File: src/rtl/or1200_enc_pad_gen_ctrl_pkg.sv
// ---------------------------------------------------------------------------
// or1200_enc_pad_gen_ctrl_pkg
// Shared definitions for the encryption-pad generator controller:
//   - FSM state encoding (IDLE/ISSUE/WAIT/HOLD/DRAIN)
//   - CTR/OFB mode constants
//   - pad buffer depth, selected by OR1200_ENC_PAD_PREFETCH_EN
//     (defined: 2-entry pad FIFO, undefined: single pad register)
// ---------------------------------------------------------------------------
package or1200_enc_pad_gen_ctrl_pkg;

  typedef enum logic [2:0] {
    ST_IDLE  = 3'd0,
    ST_ISSUE = 3'd1,
    ST_WAIT  = 3'd2,
    ST_HOLD  = 3'd3,
    ST_DRAIN = 3'd4
  } state_t;

  localparam logic MODE_CTR = 1'b0;
  localparam logic MODE_OFB = 1'b1;

  localparam int unsigned PAD_CNT_W = 2;

`ifdef OR1200_ENC_PAD_PREFETCH_EN
  localparam logic [PAD_CNT_W-1:0] PAD_DEPTH = 2'd2;
`else
  localparam logic [PAD_CNT_W-1:0] PAD_DEPTH = 2'd1;
`endif

endpackage

File: src/rtl/or1200_enc_pad_gen_ctrl_if.sv
// ---------------------------------------------------------------------------
// or1200_enc_pad_gen_ctrl_if
// Bundles the seed, cipher-core and pad handshakes of the pad generator.
//   slave  : the controller (drives seed_ready/seed_read/enc_*/pad_* outputs)
//   master : the environment (seed source, cipher core, pad consumer)
// Signals:
//   flush                       abort current seed, drop held pads
//   seed_valid/ready/data/mode/nblk, seed_read   seed acceptance
//   enc_start/enc_in, enc_done/enc_out           cipher core
//   pad_valid/ready/data/first                   pad output
// ---------------------------------------------------------------------------
interface or1200_enc_pad_gen_ctrl_if #(
  parameter int DW  = 128,
  parameter int NBW = 8
);
  logic           flush;
  logic           seed_valid;
  logic           seed_ready;
  logic [DW-1:0]  seed_data;
  logic           seed_mode;
  logic [NBW-1:0] seed_nblk;
  logic           seed_read;
  logic           enc_start;
  logic [DW-1:0]  enc_in;
  logic           enc_done;
  logic [DW-1:0]  enc_out;
  logic           pad_valid;
  logic           pad_ready;
  logic [DW-1:0]  pad_data;
  logic           pad_first;

  modport slave (
    input  flush, seed_valid, seed_data, seed_mode, seed_nblk,
           enc_done, enc_out, pad_ready,
    output seed_ready, seed_read, enc_start, enc_in,
           pad_valid, pad_data, pad_first
  );

  modport master (
    output flush, seed_valid, seed_data, seed_mode, seed_nblk,
           enc_done, enc_out, pad_ready,
    input  seed_ready, seed_read, enc_start, enc_in,
           pad_valid, pad_data, pad_first
  );
endinterface

File: src/rtl/or1200_enc_pad_gen_ctrl_buf.sv
// ---------------------------------------------------------------------------
// or1200_enc_pad_buf
// Pad buffer holding pad data plus its first-of-seed flag.
// OR1200_ENC_PAD_PREFETCH_EN defined: 2-entry FIFO (head in slot 0).
// Undefined: single pad register.
// Ports:
//   clk, rst        clock, synchronous active-high reset
//   i_flush         empty the buffer
//   i_push/i_data/i_first   write one pad (caller guarantees a free slot)
//   o_valid/i_ready/o_data/o_first   consumer handshake; o_first is
//                                    qualified by o_valid
//   o_count         number of pads held
// ---------------------------------------------------------------------------
module or1200_enc_pad_buf
  import or1200_enc_pad_gen_ctrl_pkg::*;
#(
  parameter int DW = 128
) (
  input  logic                 clk,
  input  logic                 rst,
  input  logic                 i_flush,
  input  logic                 i_push,
  input  logic [DW-1:0]        i_data,
  input  logic                 i_first,
  output logic                 o_valid,
  input  logic                 i_ready,
  output logic [DW-1:0]        o_data,
  output logic                 o_first,
  output logic [PAD_CNT_W-1:0] o_count
);

  logic [PAD_CNT_W-1:0] r_count;
  logic [DW-1:0]        r_data0;
  logic                 r_first0;
  logic                 w_pop;

  assign w_pop = (r_count != 2'd0) && i_ready;

`ifdef OR1200_ENC_PAD_PREFETCH_EN
  logic [DW-1:0] r_data1;
  logic          r_first1;

  always_ff @(posedge clk) begin
    if (rst) begin
      r_count  <= 2'd0;
      r_data0  <= '0;
      r_first0 <= 1'b0;
      r_data1  <= '0;
      r_first1 <= 1'b0;
    end else if (i_flush) begin
      r_count  <= 2'd0;
      r_first0 <= 1'b0;
      r_first1 <= 1'b0;
    end else begin
      case ({i_push, w_pop})
        2'b10: begin
          if (r_count == 2'd0) begin
            r_data0  <= i_data;
            r_first0 <= i_first;
          end else begin
            r_data1  <= i_data;
            r_first1 <= i_first;
          end
          r_count <= r_count + 2'd1;
        end
        2'b01: begin
          r_data0  <= r_data1;
          r_first0 <= r_first1;
          r_first1 <= 1'b0;
          r_count  <= r_count - 2'd1;
        end
        2'b11: begin
          // Count unchanged: head leaves, new pad lands behind the survivor.
          if (r_count == 2'd1) begin
            r_data0  <= i_data;
            r_first0 <= i_first;
          end else begin
            r_data0  <= r_data1;
            r_first0 <= r_first1;
            r_data1  <= i_data;
            r_first1 <= i_first;
          end
        end
        default: ;
      endcase
    end
  end
`else
  always_ff @(posedge clk) begin
    if (rst) begin
      r_count  <= 2'd0;
      r_data0  <= '0;
      r_first0 <= 1'b0;
    end else if (i_flush) begin
      r_count  <= 2'd0;
      r_first0 <= 1'b0;
    end else begin
      if (i_push) begin
        r_data0  <= i_data;
        r_first0 <= i_first;
        r_count  <= 2'd1;
      end else if (w_pop) begin
        r_count  <= 2'd0;
      end
    end
  end
`endif

  assign o_valid = (r_count != 2'd0);
  assign o_data  = r_data0;
  assign o_first = o_valid & r_first0;
  assign o_count = r_count;

endmodule

File: src/rtl/or1200_enc_pad_gen_ctrl.sv
// ---------------------------------------------------------------------------
// or1200_enc_pad_gen_ctrl
// Producer side of the CTR/OFB encryption-pad path. Accepts an IV/seed,
// issues successive blocks to the cipher core and hands the results to the
// memory-encryption XOR datapath as pads, tagging the first pad of a seed.
// Config macro: OR1200_ENC_PAD_PREFETCH_EN (2-entry pad buffer, next cipher
// op may start while a pad is still held).
// Parameters: DW block width, CW CTR counter width (low bits), NBW pad count.
// Ports:
//   clk   system clock
//   rst   synchronous active-high reset
//   bus   or1200_enc_pad_gen_ctrl_if.slave: flush, seed handshake,
//         cipher start/done, pad handshake
// ---------------------------------------------------------------------------
module or1200_enc_pad_gen_ctrl
  import or1200_enc_pad_gen_ctrl_pkg::*;
#(
  parameter int DW  = 128,
  parameter int CW  = 32,
  parameter int NBW = 8
) (
  input  logic                      clk,
  input  logic                      rst,
  or1200_enc_pad_gen_ctrl_if.slave  bus
);

  state_t               r_state;
  state_t               w_state_nxt;
  logic [DW-1:0]        r_blk;
  logic                 r_mode;
  logic [NBW-1:0]       r_left;
  logic                 r_first_pend;

  logic                 w_accept;
  logic                 w_push;
  logic                 w_pop;
  logic [NBW-1:0]       w_left_dec;
  logic [PAD_CNT_W-1:0] w_cnt;
  logic [PAD_CNT_W-1:0] w_cnt_after;
  logic                 w_buf_valid;
  logic                 w_buf_first;
  logic [DW-1:0]        w_buf_data;

  // CTR step: only the low CW bits count, wrapping; upper bits are the nonce.
  function automatic logic [DW-1:0] f_ctr_next(input logic [DW-1:0] b);
    logic [DW-1:0] n;
    n         = b;
    n[CW-1:0] = b[CW-1:0] + CW'(1);
    return n;
  endfunction

  // A flushing cycle never accepts a seed.
  assign w_accept   = (r_state == ST_IDLE) && !bus.flush && bus.seed_valid;
  assign w_push     = (r_state == ST_WAIT) && bus.enc_done && !bus.flush;
  assign w_pop      = w_buf_valid && bus.pad_ready && !bus.flush;
  assign w_left_dec = r_left - NBW'(1);
  // Buffer occupancy as it will be after this edge.
  assign w_cnt_after = w_cnt - {1'b0, w_pop} + {1'b0, w_push};

  always_comb begin
    w_state_nxt = r_state;
    case (r_state)
      ST_IDLE: begin
        if (w_accept && (bus.seed_nblk != '0)) w_state_nxt = ST_ISSUE;
      end
      ST_ISSUE: w_state_nxt = ST_WAIT;
      ST_WAIT: begin
        if (bus.enc_done) begin
          if ((w_left_dec != '0) && (w_cnt_after < PAD_DEPTH)) w_state_nxt = ST_ISSUE;
          else                                                 w_state_nxt = ST_HOLD;
        end
      end
      ST_HOLD: begin
        if (r_left != '0) begin
          if (w_cnt_after < PAD_DEPTH) w_state_nxt = ST_ISSUE;
        end else if (w_cnt_after == 2'd0) begin
          w_state_nxt = ST_IDLE;
        end
      end
      ST_DRAIN: begin
        if (bus.enc_done) w_state_nxt = ST_IDLE;
      end
      default: w_state_nxt = ST_IDLE;
    endcase
    // A cipher op still in flight must be swallowed before the next seed.
    if (bus.flush) begin
      if (((r_state == ST_WAIT) || (r_state == ST_DRAIN)) && !bus.enc_done)
        w_state_nxt = ST_DRAIN;
      else
        w_state_nxt = ST_IDLE;
    end
  end

  always_ff @(posedge clk) begin
    if (rst) begin
      r_state      <= ST_IDLE;
      r_blk        <= '0;
      r_mode       <= MODE_CTR;
      r_left       <= '0;
      r_first_pend <= 1'b0;
    end else begin
      r_state <= w_state_nxt;
      if (w_accept) begin
        r_blk        <= bus.seed_data;
        r_mode       <= bus.seed_mode;
        r_left       <= bus.seed_nblk;
        r_first_pend <= 1'b1;
      end else if (w_push) begin
        r_blk        <= (r_mode == MODE_OFB) ? bus.enc_out : f_ctr_next(r_blk);
        r_left       <= w_left_dec;
        r_first_pend <= 1'b0;
      end
    end
  end

  or1200_enc_pad_buf #(
    .DW (DW)
  ) u_buf (
    .clk     (clk),
    .rst     (rst),
    .i_flush (bus.flush),
    .i_push  (w_push),
    .i_data  (bus.enc_out),
    .i_first (r_first_pend),
    .o_valid (w_buf_valid),
    .i_ready (bus.pad_ready),
    .o_data  (w_buf_data),
    .o_first (w_buf_first),
    .o_count (w_cnt)
  );

  assign bus.seed_ready = (r_state == ST_IDLE) && !bus.flush;
  assign bus.seed_read  = w_accept;
  assign bus.enc_start  = (r_state == ST_ISSUE) && !bus.flush;
  assign bus.enc_in     = r_blk;
  assign bus.pad_valid  = w_buf_valid;
  assign bus.pad_data   = w_buf_data;
  assign bus.pad_first  = w_buf_first;

endmodule

File: src/flat_wrapper.sv
// flat-port wrapper written by rule: the top's interface ports become plain ports
module or1200_enc_pad_gen_ctrl_flat import or1200_enc_pad_gen_ctrl_pkg::*;
#(
  parameter int DW  = 128,
  parameter int CW  = 32,
  parameter int NBW = 8
)
  (clk, rst, bus_flush, bus_seed_valid, bus_seed_data, bus_seed_mode, bus_seed_nblk, bus_enc_done, bus_enc_out, bus_pad_ready, bus_seed_ready, bus_seed_read, bus_enc_start, bus_enc_in, bus_pad_valid, bus_pad_data, bus_pad_first);
  or1200_enc_pad_gen_ctrl_if #(.DW(DW), .NBW(NBW)) bus_i ();
  input  logic clk;
  input  logic rst;
  input wire logic [$bits(bus_i.flush)-1:0] bus_flush;
  input wire logic [$bits(bus_i.seed_valid)-1:0] bus_seed_valid;
  input wire logic [$bits(bus_i.seed_data)-1:0] bus_seed_data;
  input wire logic [$bits(bus_i.seed_mode)-1:0] bus_seed_mode;
  input wire logic [$bits(bus_i.seed_nblk)-1:0] bus_seed_nblk;
  input wire logic [$bits(bus_i.enc_done)-1:0] bus_enc_done;
  input wire logic [$bits(bus_i.enc_out)-1:0] bus_enc_out;
  input wire logic [$bits(bus_i.pad_ready)-1:0] bus_pad_ready;
  output wire logic [$bits(bus_i.seed_ready)-1:0] bus_seed_ready;
  output wire logic [$bits(bus_i.seed_read)-1:0] bus_seed_read;
  output wire logic [$bits(bus_i.enc_start)-1:0] bus_enc_start;
  output wire logic [$bits(bus_i.enc_in)-1:0] bus_enc_in;
  output wire logic [$bits(bus_i.pad_valid)-1:0] bus_pad_valid;
  output wire logic [$bits(bus_i.pad_data)-1:0] bus_pad_data;
  output wire logic [$bits(bus_i.pad_first)-1:0] bus_pad_first;
  assign bus_i.flush = bus_flush;
  assign bus_i.seed_valid = bus_seed_valid;
  assign bus_i.seed_data = bus_seed_data;
  assign bus_i.seed_mode = bus_seed_mode;
  assign bus_i.seed_nblk = bus_seed_nblk;
  assign bus_i.enc_done = bus_enc_done;
  assign bus_i.enc_out = bus_enc_out;
  assign bus_i.pad_ready = bus_pad_ready;
  assign bus_seed_ready = bus_i.seed_ready;
  assign bus_seed_read = bus_i.seed_read;
  assign bus_enc_start = bus_i.enc_start;
  assign bus_enc_in = bus_i.enc_in;
  assign bus_pad_valid = bus_i.pad_valid;
  assign bus_pad_data = bus_i.pad_data;
  assign bus_pad_first = bus_i.pad_first;
  or1200_enc_pad_gen_ctrl #(.DW(DW), .CW(CW), .NBW(NBW)) u_core (.clk(clk), .rst(rst), .bus(bus_i));
endmodule
File: config.mk
export PLATFORM = sky130hd
export DESIGN_NAME = or1200_enc_pad_gen_ctrl_flat
export DESIGN_NICKNAME = d
export VERILOG_FILES = /design/src/rtl/or1200_enc_pad_gen_ctrl_pkg.sv /design/src/rtl/or1200_enc_pad_gen_ctrl_if.sv /design/src/rtl/or1200_enc_pad_gen_ctrl_buf.sv /design/src/rtl/or1200_enc_pad_gen_ctrl.sv /design/src/flat_wrapper.sv
export SDC_FILE = /design/constraint.sdc
export NUM_CORES = 1
export LEC_CHECK = 0
export BUFFER_PORTS_ARGS = -buffer_cell sky130_fd_sc_hd__buf_2
export CAP_MARGIN = 20
export CORE_AREA = 4 4 203 205
export CTS_CLUSTER_DIAMETER = 150
export DETAILED_ROUTE_END_ITERATION = 6
export DIE_AREA = 0 0 207 209
export PLACE_DENSITY = 0.67
export SYNTH_ARGS = -nofsm -noshare
export SYNTH_HDL_FRONTEND = slang
export SYNTH_HIERARCHICAL = 1
export SYNTH_SLANG_ARGS = --single-unit
File: constraint.sdc
create_clock -name clk -period 2.6 [get_ports clk]
set_input_delay 0.52 -clock clk [delete_from_list [all_inputs] [get_ports clk]]
set_output_delay 0.52 -clock clk [all_outputs]
set_load 0.01 [all_outputs]
[Word-level counts from Yosys, hierarchy flattened]
Cells that the tools add are included.
Word-level totals
  register bits: 271
  input port bits: 271
  logic and storage cells: 69
Operators by class
  add/subtract/negate cells: 4
  $lt $le $gt $ge: 1
  equality and inequality tests: 9
  multiplexer cells: 19
  bitwise operators: 2
  reduce and logical (&&, ||, !) cells: 25
Operators with widths (count)
  $mux 128: 3
  $add 32x1->32 const B: 1
  $mux 3: 8
  $reduce_bool 8->1: 3
  $mux 8: 2
  $pmux 3 s5: 1
  $logic_and 1x1->1: 10
  $ne 3x3->1 const B: 3
  $sub 8x1->8 const B: 1
  $eq 3x2->1 const B: 2
  $reduce_bool 2->1: 3
  $reduce_and 5->1: 1
  $mux 1: 4
  $ne 4x2->1 const B: 1
  $ne 4x3->1 const B: 1
  $reduce_and 2->1: 2
  $eq 3x1->1 const B: 1
  $eq 3x3->1 const B: 1
  $logic_not 3->1: 1
  $add 2x1->2: 1
  $logic_not 1->1: 2
  $logic_not 2->1: 1
  $lt 2x1->1 const B: 1
  $mux 2: 1
  other kinds (5): 5

[Logic depth before layout (Yosys ltp)]
Gate-level depths: netlist (run 1).
  word-level depth: 10
  gate-level depth with buffers: 10
  depth with buffers taken out: 10

[Cells and area by module]
The synthesis (run 1) kept the hierarchy.
By module, submodules not included
  or1200_enc_pad_gen_ctrl: times used 1, cells an instance 995, area an instance 8172.8 um^2, sequential area each 2822.7 um^2
  or1200_enc_pad_buf: times used 1, cells an instance 594, area an instance 5854.4 um^2, sequential area each 2602.5 um^2

[Worst setup path before layout (run 1)]
OpenSTA, ideal clock, no wires.
  path type: input to register
  from: input bus_flush
  to: register u_core.r_state[0]
  arrival time: 2202 ps
  slack: 283 ps
  stages on the path: 10
  path buffers: 1
  cell sequence: buf_2 -> nor2_1 -> nand3_1 -> clkinv_1 -> ha_1 -> xor3_1 -> o21ai_0 -> a31oi_1 -> nand2_1 -> a21bo_2
On the way
  elaborated cells on any way between the ends: 17
  classes of those cells: 2 x add/sub; 1 x order compare; 5 x eq/ne; 1 x mux; 8 x reduce/logical
RTL lines
  start, declared: line flat_wrapper.sv:12  | input wire logic [$bits(bus_i.flush)-1:0] bus_flush;
  $logic_not 1->1 *: line or1200_enc_pad_gen_ctrl.sv:54  | assign w_push = (r_state == ST_WAIT) && bus.enc_done && !bus.flush;
  $logic_and 1x1->1 *: line or1200_enc_pad_gen_ctrl.sv:54
  net u_core.w_push: line or1200_enc_pad_gen_ctrl.sv:35  | logic w_push;
  $add 2x1->2 *: line or1200_enc_pad_gen_ctrl.sv:58  | assign w_cnt_after = w_cnt - {1'b0, w_pop} + {1'b0, w_push};
  $lt 2x1->1 or $logic_not 2->1 (tied branches): line or1200_enc_pad_gen_ctrl.sv:75, or1200_enc_pad_gen_ctrl.sv:76
  $ne 4x3->1 (no line) or $ne 4x2->1 (tied branches)
  $reduce_and 5->1 (no line) *
  end signal, assigned: line or1200_enc_pad_gen_ctrl.sv:102  | r_state <= w_state_nxt;
  end, declared: line or1200_enc_pad_gen_ctrl.sv:27  | state_t r_state;
The timed path passes the listed nets; every way through them passes the cells marked *.
A chain may end at the register's enable or synchronous reset.

[Worst setup path in the final report (run 1)]
  from: register u_core.r_state[1]
  to: output bus_seed_ready
On the way
  longest elaborated chain between the ends: 2
Ends and longest elaborated chain
  $logic_not 3->1: line or1200_enc_pad_gen_ctrl.sv:132  | assign bus.seed_ready = (r_state == ST_IDLE) && !bus.flush;
  $logic_and 1x1->1: line or1200_enc_pad_gen_ctrl.sv:132
  end, declared: line flat_wrapper.sv:20  | output wire logic [$bits(bus_i.seed_ready)-1:0] bus_seed_ready;
No other way between the ends.

==> reports/metrics.cfg, run 1 <==
[outcome]
status=finished, violations left
violations=design-rule violations

[grt]
grt_max_degree=118
grt_overflow=0
antenna_found_initial=8
grt_pass1_vias=14100
grt_use_met2_pct=38.4
use_met1_pct=28.9
grt.total_usage_pct=23.3
grt_busiest_layer=met2
met3_usage_pct=5.01
grt_pass1_wl_um=82200

[setup_path]
cp_num_buf_inv=3
crit_top_cell=buf_4
arrival_ns=1.98
start_kind=flip-flop
critPathMaxFanout=16
slowest_delay_ns=0.42
endpoint_kind=primary output
crit_type=flip-flop to primary output
crit_required_ns=2.08
crit_slowest_cell=dfxtp_1
critPathLaunch=u_core/r_state[1]
path_delay_family=buffers and inverters
rr_startpoint=u_core/r_state[1]
path_cells=nor4_4 -> buf_4 -> buf_4 -> buf_2
reg2reg_slack_ns=0.21

[min_path]
holdCritStartpoint=bus_seed_mode
hold_path.class=primary input to flip-flop

[synthesis]
yosysWarnings=6
synthArstFlopShare_pct=0
ys_ff_latch=271
synth-edff-count=0
synth_top_flop_cell=dfxtp_1
syn-cell-area_um2=14000
synth_nets=1866
yosysSeqAreaShare_pct=38.7
yosys.cell_types.count=70
syn_inst=1589
avgSynthCellArea_um2=8.83

[clock_tree]
clockBufferDepth=3
cts.sinks=271
cts_buffers=34
cts_tree=built
cts_root_buf=clkbuf_16
postCtsHoldBufs=0
clk_pin_slew_ns=0.06
cts_htree_levels=2
clk_latency_ns=0.53

[sta]
finalSetupViolCount=0
rsz0062_at_grt=no
final-max-slew-violation-count=0
fmax_ghz=0.400
finalCriticalPeriod_ns=2.50
setup_tns_ns=0
fin_skew_ns=0.0167
tightest_slew_ns=0.753
max_slew_margin_pct=49.8
fin_crit_sh_pct=96.0
hold_violations=0

[cells_and_area]
fin_cells=2591
fin_nets=2311
drive_gt1_share_pct=35.8
area_delta_synth_final_pct=29.8

[floorplanning]
ioPinCount=532
die_h_um=209
die_area_um2=43300
rows=73
die_w_um=207
start_util_pct=35.5
core_um2=39500

[placed_design]
io_buffers=531
place_hpwl_um=38300
dp_cells=2522
gp_congestion=0.898

[power]
pwr_density_cell_nw_per_um2=577
ir_drop_v=0.000333
leakage_nw=7.16
p_total_mw=10.5

[routing]
drt-initial-drc-count=1590
drt-total-wl_um=54200
drc=1
wl_per_cell_um=20.9
antenna_left=0
vias_per_cell=5.60
num_vias=14500
first_pass_iters=7

[job]
cap_viol_max_count=0

[state kept, by name (all words and copies together) (netlist names)]
register	count
u_core/bus.enc_in	128
u_core/u_buf/o_data	128
u_core/r_left	8
u_core/r_state	3
u_core/r_first_pend	1
u_core/r_mode	1
u_core/u_buf/o_count	1
u_core/u_buf/r_first0	1
[worst min-delay path, cell delays in order]
cell	delay (ns)
buf_2	0.11
nand2_1	0.05
a21oi_1	0.05
[per-layer routing]
| layer | vias to the layer above | wire length [um] |
|---|---|---|
| met5 | - | 34 |
| met1 | 6883 | 21500 |
| met4 | 6 | 2650 |
| li1 | 6735 | - |
| met3 | 143 | 4320 |
| met2 | 749 | 25700 |
[final cells by class]
class                      count  area [um2]
antenna                        6        15.0
tap                          525         657
multi-input combinational   1135        7750
clock buffer                  48         977
inverter                      13        63.8
fill                        3880       21300
timing repair buffer         579        3190
clock inverter                14         113
sequential                   271        5430
[timing repair]
item / in CTS / in global routing
buffers inserted: 1 / 0
pin swaps: 1 / 1
endpoints found under the setup margin: 1 / 2
gates resized for setup: 2 / 2
[path summary, 6_finish.rpt]
| check | endpoint | depth (start not counted) |
|---|---|---|
| max reg2reg | u_core/bus.enc_in[45] | 6 |
| min | u_core/r_mode | 3 |
| min reg2reg | u_core/u_buf/o_data[7] | 2 |
| max | bus_seed_ready | 4 |
[cell families (layout without fill, tap and decap cells)]
logic type | after synthesis | count (layout) | synth area share, %
adder cells (fa/ha/maj) | 6 | 6 | 0.535
other | 1 | 7 | 0.0267
AND/OR/NAND/NOR | 739 | 739 | 31.7
multiplexers | 4 | 4 | 0.294
buffers and inverters | 183 | 654 | 6.23
AO/OA/AOI/OAI | 380 | 380 | 22.1
XOR/XNOR | 5 | 5 | 0.419
flip-flops | 271 | 271 | 38.7
[layout by cell type (no fill, tap or decap), drive strengths merged, types with 6 or more instances in the layout]
| cell type | Yosys | routed |
|---|---|---|
| buf | 75 | 579 |
| dfxtp | 271 | 271 |
| o21ai | 168 | 168 |
| nand2 | 149 | 149 |
| nand2b | 130 | 130 |
| nor2 | 129 | 129 |
| nand4bb | 128 | 128 |
| nand3 | 126 | 126 |
| a311oi | 100 | 100 |
| clkbuf | 95 | 48 |
| a21oi | 32 | 32 |
| nor4 | 16 | 16 |
| and3 | 15 | 15 |
| clkinv | 2 | 13 |
| nor3 | 12 | 12 |
| inv | 11 | 12 |
| a31oi | 11 | 11 |
| o211ai | 11 | 11 |
| nand4 | 11 | 11 |
| diode | 0 | 6 |
| a32o | 6 | 6 |
| and2 | 6 | 6 |
| ha | 6 | 6 |
[through the flow]
| stage | instance area, um2 | setup slack (ns) | utilization [%] | hold WS (ns) |
|---|---|---|---|---|
| final | 18200 | 0.103 | 46.1 | 0.231 |
| after global routing | 18200 | 0.0228 | 46.1 | 0.215 |
| after CTS | 18200 | 0.0119 | 46.1 | 0.192 |
| after detailed placement | 17100 | 0.195 | 43.3 | 0.451 |
| after global placement | 17100 | 0.256 | 43.3 | 0.449 |
| after floorplan | 14000 | 0.283 | - | 0.458 |
[power breakdown]
part	internal (mW)	switching, mW	total [mW]
clock	2.74	1.91	4.65
combinational	0.609	0.874	1.48
sequential	4.27	0.103	4.37
[cells in the mapped netlist, drive strengths merged (4+ instances only)]
cell type | n | share of area (%)
o31ai | 4 | 0.21
a21oi | 32 | 1.1
inv | 11 | 0.29
a32oi | 4 | 0.25
dfxtp | 271 | 39
and3 | 15 | 0.67
ha | 6 | 0.54
nand4bb | 128 | 10
a31oi | 11 | 0.49
o311ai | 5 | 0.31
or3 | 4 | 0.18
nor3 | 12 | 0.43
buf | 75 | 3.3
nor2 | 129 | 3.5
a311oi | 100 | 10
o211ai | 11 | 0.59
o31a | 4 | 0.25
nor4 | 16 | 0.91
nand3 | 126 | 4.5
nand4 | 11 | 0.54
nand2 | 149 | 4.0
clkbuf | 95 | 2.5
and2 | 6 | 0.27
nand2b | 130 | 5.8
o21ai | 168 | 6.0
a32o | 6 | 0.43
(Power assumes the default switching activity.)
==> inputs of run 2 (changes only) <==
--- a/config.mk
+++ b/config.mk
@@ -7,11 +7,11 @@
 export LEC_CHECK = 0
 export BUFFER_PORTS_ARGS = -buffer_cell sky130_fd_sc_hd__buf_2
 export CAP_MARGIN = 20
-export CORE_AREA = 4 4 203 205
+export CORE_AREA = 2 2 207 209
 export CTS_CLUSTER_DIAMETER = 150
 export DETAILED_ROUTE_END_ITERATION = 6
-export DIE_AREA = 0 0 207 209
-export PLACE_DENSITY = 0.67
+export DIE_AREA = 0 0 209 211
+export PLACE_DENSITY = 0.64
 export SYNTH_ARGS = -nofsm -noshare
 export SYNTH_HDL_FRONTEND = slang
 export SYNTH_HIERARCHICAL = 1
==> run 2 against run 1 <==
Routed wire length barely moved. First-iteration DRC count fell by 12%. Hold slack improved by 0.0077 ns. Clock-buffer cell count rose by 5. Clock power fell by 4%. Cell area rose by 0.57%. Sequential power barely moved. Via count fell by 0.21%. Largest cell class unchanged. Core utilization fell by 2.3 points. Clock skew fell by 0.0063 ns. The run now ends clean.
==> reports/metrics.cfg, run 2 (synthesis results as in run 1) <==
[outcome]
status=finished, final reports clean  ; was finished, violations left

[sta]
fmax_ghz=0.407  ; was 0.400 GHz
rsz0062_at_grt=no  ; unchanged
tightest_slew_ns=0.621  ; was 0.753 ns
hold_violations=0  ; unchanged
finalSetupViolCount=0  ; unchanged
max_slew_margin_pct=58.6  ; was 49.8%
setup_tns_ns=0  ; unchanged
finalCriticalPeriod_ns=2.45  ; was 2.50 ns
final-max-slew-violation-count=0  ; unchanged
fin_skew_ns=0.0104  ; was 0.0167 ns
fin_crit_sh_pct=94.4  ; was 96.0%

[setup_path]
endpoint_kind=primary output  ; unchanged
crit_required_ns=2.08  ; about the same
critPathMaxFanout=22  ; was 16
arrival_ns=1.93  ; was 1.98 ns
crit_type=flip-flop to primary output  ; unchanged
start_kind=flip-flop  ; unchanged

[floorplanning]
start_util_pct=33.6  ; was 35.5%
die_w_um=209  ; was 207 um
core_um2=41800  ; was 39500 um2
die_h_um=211  ; was 209 um
die_area_um2=44100  ; was 43300 um2
rows=75  ; was 73
ioPinCount=532  ; unchanged

[cells_and_area]
fin_util_pct=43.8  ; was 46.1%
layout_commonest_cell=buf_2  ; unchanged
layout_common_cells=buf_2, dfxtp_1, nand2_1, nand2b_1  ; unchanged
drive_gt1_share_pct=35.8  ; about the same
fin_cells=2608  ; was 2591
area_delta_synth_final_pct=30.5  ; was 29.8%
final_area_um2=18300  ; was 18200 um2
fin_nets=2319  ; was 2311

[grt]
grt_max_degree=119  ; was 118
grt_use_met2_pct=39.2  ; was 38.4%
antenna_found_initial=10  ; was 8
grt_pass1_vias=13800  ; was 14.1k
use_met1_pct=28.7  ; was 28.9%
grt_pass1_wl_um=81200  ; was 82200 um
met3_usage_pct=5.04  ; was 5.01%
grt.total_usage_pct=23.2  ; was 23.3%
grt_overflow=0  ; unchanged
grt_busiest_layer=met2  ; unchanged

[routing]
wl_per_cell_um=20.8  ; was 20.9 um
drt-total-wl_um=54200  ; about the same
drt-initial-drc-count=1399  ; was 1590
drc=0  ; was 1
vias_per_cell=5.55  ; was 5.60
antenna_left=0  ; unchanged
first_pass_iters=7  ; unchanged
num_vias=14500  ; about the same

[clock_tree]
post_cts_resized=3  ; was 2
cts_buffers=34  ; unchanged
cts_root_buf=clkbuf_16  ; unchanged
clk_latency_ns=0.52  ; was 0.53 ns
cts.sinks=271  ; unchanged
post_cts_buffers=0  ; was 1
clockBufferDepth=3  ; unchanged
cts_htree_levels=2  ; unchanged
cts_tree=built  ; unchanged
clk_pin_slew_ns=0.06  ; about the same
postCtsHoldBufs=0  ; unchanged

[power]
p_total_mw=10.3  ; was 10.5 mW
leakage_nw=7.20  ; was 7.16 nW
pwr_density_cell_nw_per_um2=564  ; was 577 nW/um2
ir_drop_v=0.000414  ; was 0.000333 V

[placed_design]
gp_congestion=0.906  ; was 0.898
dp_cells=2545  ; was 2522
placed_cell_area_um2=17300  ; was 17100 um2
io_buffers=531  ; unchanged
place_hpwl_um=38700  ; was 38300 um

[job]
cap_viol_max_count=0  ; unchanged

[min_path]
hold_path.class=primary input to flip-flop  ; unchanged

## run 2: cell count changes in the layout (fill, tap and decap cells not counted), moves of 2 or more
| cell | delta |
|---|---|
| clkbuf_8 | +5 |
| buf_12 | +7 |
| clkinv_2 | -5 |
| clkbuf_1 | +2 |
| clkbuf_16 | -2 |
| clkinv_4 | -3 |
## run 2: area by class of cell
type	instances	area (um2)
Antenna cell	6	15.0
Clock buffer	53	1000
Clock inverter	4	23.8
Fill cell	4124	23500
Inverter	13	63.8
Multi-Input combinational cell	1135	7750
Sequential cell	271	5430
Tap cell	539	674
Timing Repair Buffer	587	3340
## run 2: path summary, 6_finish.rpt
| check | start | endpoint | slack, ns | cells after the start |
|---|---|---|---|---|
| min | bus_seed_mode | u_core/r_mode | 0.24 | 3 |
| max reg2reg | u_core/r_state[1] | u_core/bus.enc_in[106] | 0.34 | 7 |
| max | u_core/r_state[2] | bus_seed_read | 0.15 | 5 |
| min reg2reg | u_core/u_buf/o_data[93] | u_core/u_buf/o_data[93] | 0.46 | 2 |
## run 2: routing by layer
| metal | vias up | share of wire (%) |
|---|---|---|
| met5 | - | 0.070 |
| met4 | 6 | 3.4 |
| met3 | 111 | 8.0 |
| met2 | 732 | 48 |
| met1 | 6889 | 40 |
| li1 | 6747 | - |
## run 2: power by group
group	total [mW]	switching (mW)	internal (mW)
clock	4.45	1.81	2.64
combinational	1.50	0.871	0.627
sequential	4.37	0.103	4.27
total	10.3	2.78	7.54
## run 2: stage by stage
step | hold WS [ns] | setup slack [ns]
finish | 0.239 | 0.146
floorplan | 0.458 | 0.283
detailed placement | 0.451 | 0.186
global placement | 0.448 | 0.244
global route | 0.234 | 0.0190
CTS | 0.191 | 0.0157
## run 2: critical path, cell delays in order (launching register included)
cell and delay (ns):
dfxtp_2 0.39, nor4_4 0.31, buf_4 0.21, nand2_4 0.15, clkinv_8 0.16, buf_2 0.17
==> inputs of run 3 (changes only) <==
--- a/config.mk
+++ b/config.mk
@@ -7,10 +7,10 @@
 export LEC_CHECK = 0
 export BUFFER_PORTS_ARGS = -buffer_cell sky130_fd_sc_hd__buf_2
 export CAP_MARGIN = 20
-export CORE_AREA = 2 2 207 209
+export CORE_AREA = 2 2 208 210
 export CTS_CLUSTER_DIAMETER = 150
 export DETAILED_ROUTE_END_ITERATION = 6
-export DIE_AREA = 0 0 209 211
+export DIE_AREA = 0 0 210 212
 export PLACE_DENSITY = 0.64
 export SYNTH_ARGS = -nofsm -noshare
 export SYNTH_HDL_FRONTEND = slang
==> run 3 against run 2 <==
Via count rose by 1.4%. Critical endpoint unchanged. Fmax is 1.6% higher. Combinational power hardly changed. Register-to-register slack got worse by 0.04 ns. Critical path depth unchanged. Highest routed layer unchanged.
==> reports/metrics.cfg, run 3 (synthesis results as in run 1) <==
[clock_tree]
cts_tree=built  ; unchanged
cts_root_buf=clkbuf_16  ; unchanged
cts.sinks=271  ; unchanged
clk_pin_slew_ns=0.06  ; about the same
cts_buffers=34  ; unchanged
clockBufferDepth=3  ; unchanged
clk_latency_ns=0.53  ; was 0.52 ns
cts_htree_levels=2  ; unchanged

[job]
cap_viol_max_count=0  ; unchanged

[setup_path]
critPathLaunch=u_core/r_state[2]  ; unchanged
arrival_ns=1.90  ; was 1.93 ns
reg2reg_slack_ns=0.30  ; was 0.34 ns
rr_startpoint=u_core/r_state[1]  ; unchanged
crit_end=bus_seed_read  ; unchanged
crit_type=flip-flop to primary output  ; unchanged
reg2reg_depth=9  ; was 7
endpoint_kind=primary output  ; unchanged
critPathMaxFanout=21  ; was 22
start_kind=flip-flop  ; unchanged
crit_required_ns=2.08  ; about the same
r2r-end=u_core/r_state[0]  ; was u_core/bus.enc_in[106]

[sta]
finalSetupViolCount=0  ; unchanged
hold_ws_ns=0.262  ; was 0.239 ns
max_slew_margin_pct=49.9  ; was 58.6%
fmax_ghz=0.414  ; was 0.407 GHz
setup_tns_ns=0  ; unchanged
final-max-slew-violation-count=0  ; unchanged
rsz0062_at_grt=no  ; unchanged
tightest_slew_ns=0.751  ; was 0.621 ns
hold_violations=0  ; unchanged
fin_skew_ns=0.0201  ; was 0.0104 ns
finalCriticalPeriod_ns=2.42  ; was 2.45 ns
fin_crit_sh_pct=92.9  ; was 94.4%
setup_ws_ns=0.184  ; was 0.146 ns

[floorplanning]
die_area_um2=44500  ; was 44100 um2
rows=76  ; was 75
ioPinCount=532  ; unchanged
start_util_pct=33.0  ; was 33.6%
die_h_um=212  ; was 211 um
core_um2=42500  ; was 41800 um2
die_w_um=210  ; was 209 um

[grt]
grt_max_degree=126  ; was 119
met3_usage_pct=5.72  ; was 5.04%
grt_pass1_vias=13800  ; about the same
grt_overflow=0  ; unchanged
grt.total_usage_pct=23.3  ; was 23.2%
grt_use_met2_pct=39.9  ; was 39.2%
grt_pass1_wl_um=82100  ; was 81200 um
grt_busiest_layer=met2  ; unchanged
antenna_found_initial=7  ; was 10
use_met1_pct=28.5  ; was 28.7%

[cells_and_area]
fin_util_pct=43.3  ; was 43.8%
layout_common_cells=buf_2, dfxtp_1, nand2_1, nand2b_1  ; unchanged
fin_nets=2317  ; was 2319
layout_commonest_cell=buf_2  ; unchanged
area_delta_synth_final_pct=31.3  ; was 30.5%
drive_gt1_share_pct=36.4  ; was 35.8%
fillers=4208  ; was 4124

[routing]
vias_per_cell=5.62  ; was 5.55
drt-total-wl_um=54900  ; was 54200 um
wl_per_cell_um=21.0  ; was 20.8 um
num_vias=14700  ; was 14.5k
drt-initial-drc-count=1466  ; was 1399
drc=0  ; unchanged
antenna_left=0  ; unchanged
first_pass_iters=5  ; was 7

[placed_design]
dp_slack_ns=0.132  ; was 0.186 ns
io_buffers=531  ; unchanged
place_hpwl_um=38500  ; was 38700 um
gp_congestion=0.928  ; was 0.906

[power]
pwr_density_cell_nw_per_um2=595  ; was 564 nW/um2
leakage_nw=7.26  ; was 7.20 nW
ir_drop_v=0.000416  ; was 0.000414 V

[min_path]
hold_path.class=primary input to flip-flop  ; unchanged

[outcome]
status=finished, final reports clean  ; unchanged

## run 3: cell count changes in the layout (fill, tap and decap cells not counted), moves of 2 or more
| cell | change |
|---|---|
| clkbuf_1 | -10 |
| clkbuf_8 | +5 |
| buf_12 | -5 |
| clkinv_2 | +2 |
| bufinv_16 | +3 |
| buf_4 | +2 |
| diode_2 | -2 |
| clkbuf_16 | +2 |
## run 3: area by class of cell
type	instances	area [um2]	share of cell area, %
multi-input combinational	1135	7750	42.1
sequential	271	5430	29.5
timing repair buffer	585	3270	17.7
clock buffer	50	1080	5.89
tap	546	683	3.71
clock inverter	9	123	0.666
inverter	13	63.8	0.346
antenna	4	10.0	0.0543
## run 3: through the flow
stage | power [mW] | cells | cell area (um2)
2_1_floorplan | 5.28 | 1589 | 14000
3_3_place_gp | 5.91 | 2548 | 17200
3_5_place_dp | 5.94 | 2548 | 17200
4_1_cts | 11.1 | 2609 | 18400
5_1_grt | 11.3 | 2613 | 18400
6_report | 11.0 | 2613 | 18400
## run 3: critical path: stages, from the launching register on
cell,delay [ns]
dfxtp_2,0.39
nor4_4,0.33
buf_6,0.17
nand2_4,0.13
clkinv_8,0.17
buf_2,0.16
## run 3: what timing repair did
action / 4_1_cts / 5_1_grt
endpoints found under the setup margin: 1 / 2
hold buffers: 0 / 0
gates resized for setup: 3 / 4
endpoints found under the hold margin: 0 / 0
setup buffers: 2 / 0
## run 3: routing by layer
| layer | wire [um] | part of all wire [%] |
|---|---|---|
| met5 | 41 | 0.075 |
| met3 | 4450 | 8.1 |
| met2 | 26800 | 49 |
| met1 | 21800 | 40 |
| met4 | 1780 | 3.2 |
## run 3: worst min path at each step
stage / startpoint / to / slack, ns / cells past startpoint
floorplan: u_core/r_left[5] / u_core/r_left[5] / 0.46 / 2
global placement: u_core/u_buf/o_data[75] / u_core/u_buf/o_data[75] / 0.45 / 2
detailed placement: u_core/u_buf/o_data[36] / u_core/u_buf/o_data[36] / 0.45 / 2
CTS: bus_seed_nblk[1] / u_core/r_left[1] / 0.22 / 3
global route: bus_seed_data[66] / u_core/bus.enc_in[66] / 0.24 / 3
finish: bus_seed_nblk[1] / u_core/r_left[1] / 0.26 / 3
## run 3: power by group
| part | leakage, nW | total, mW | switching [mW] | internal [mW] |
|---|---|---|---|---|
| Combinational | 4.47 | 1.50 | 0.885 | 0.617 |
| Sequential | 2.19 | 4.37 | 0.104 | 4.27 |
| Clock | 0.600 | 5.08 | 1.90 | 3.18 |
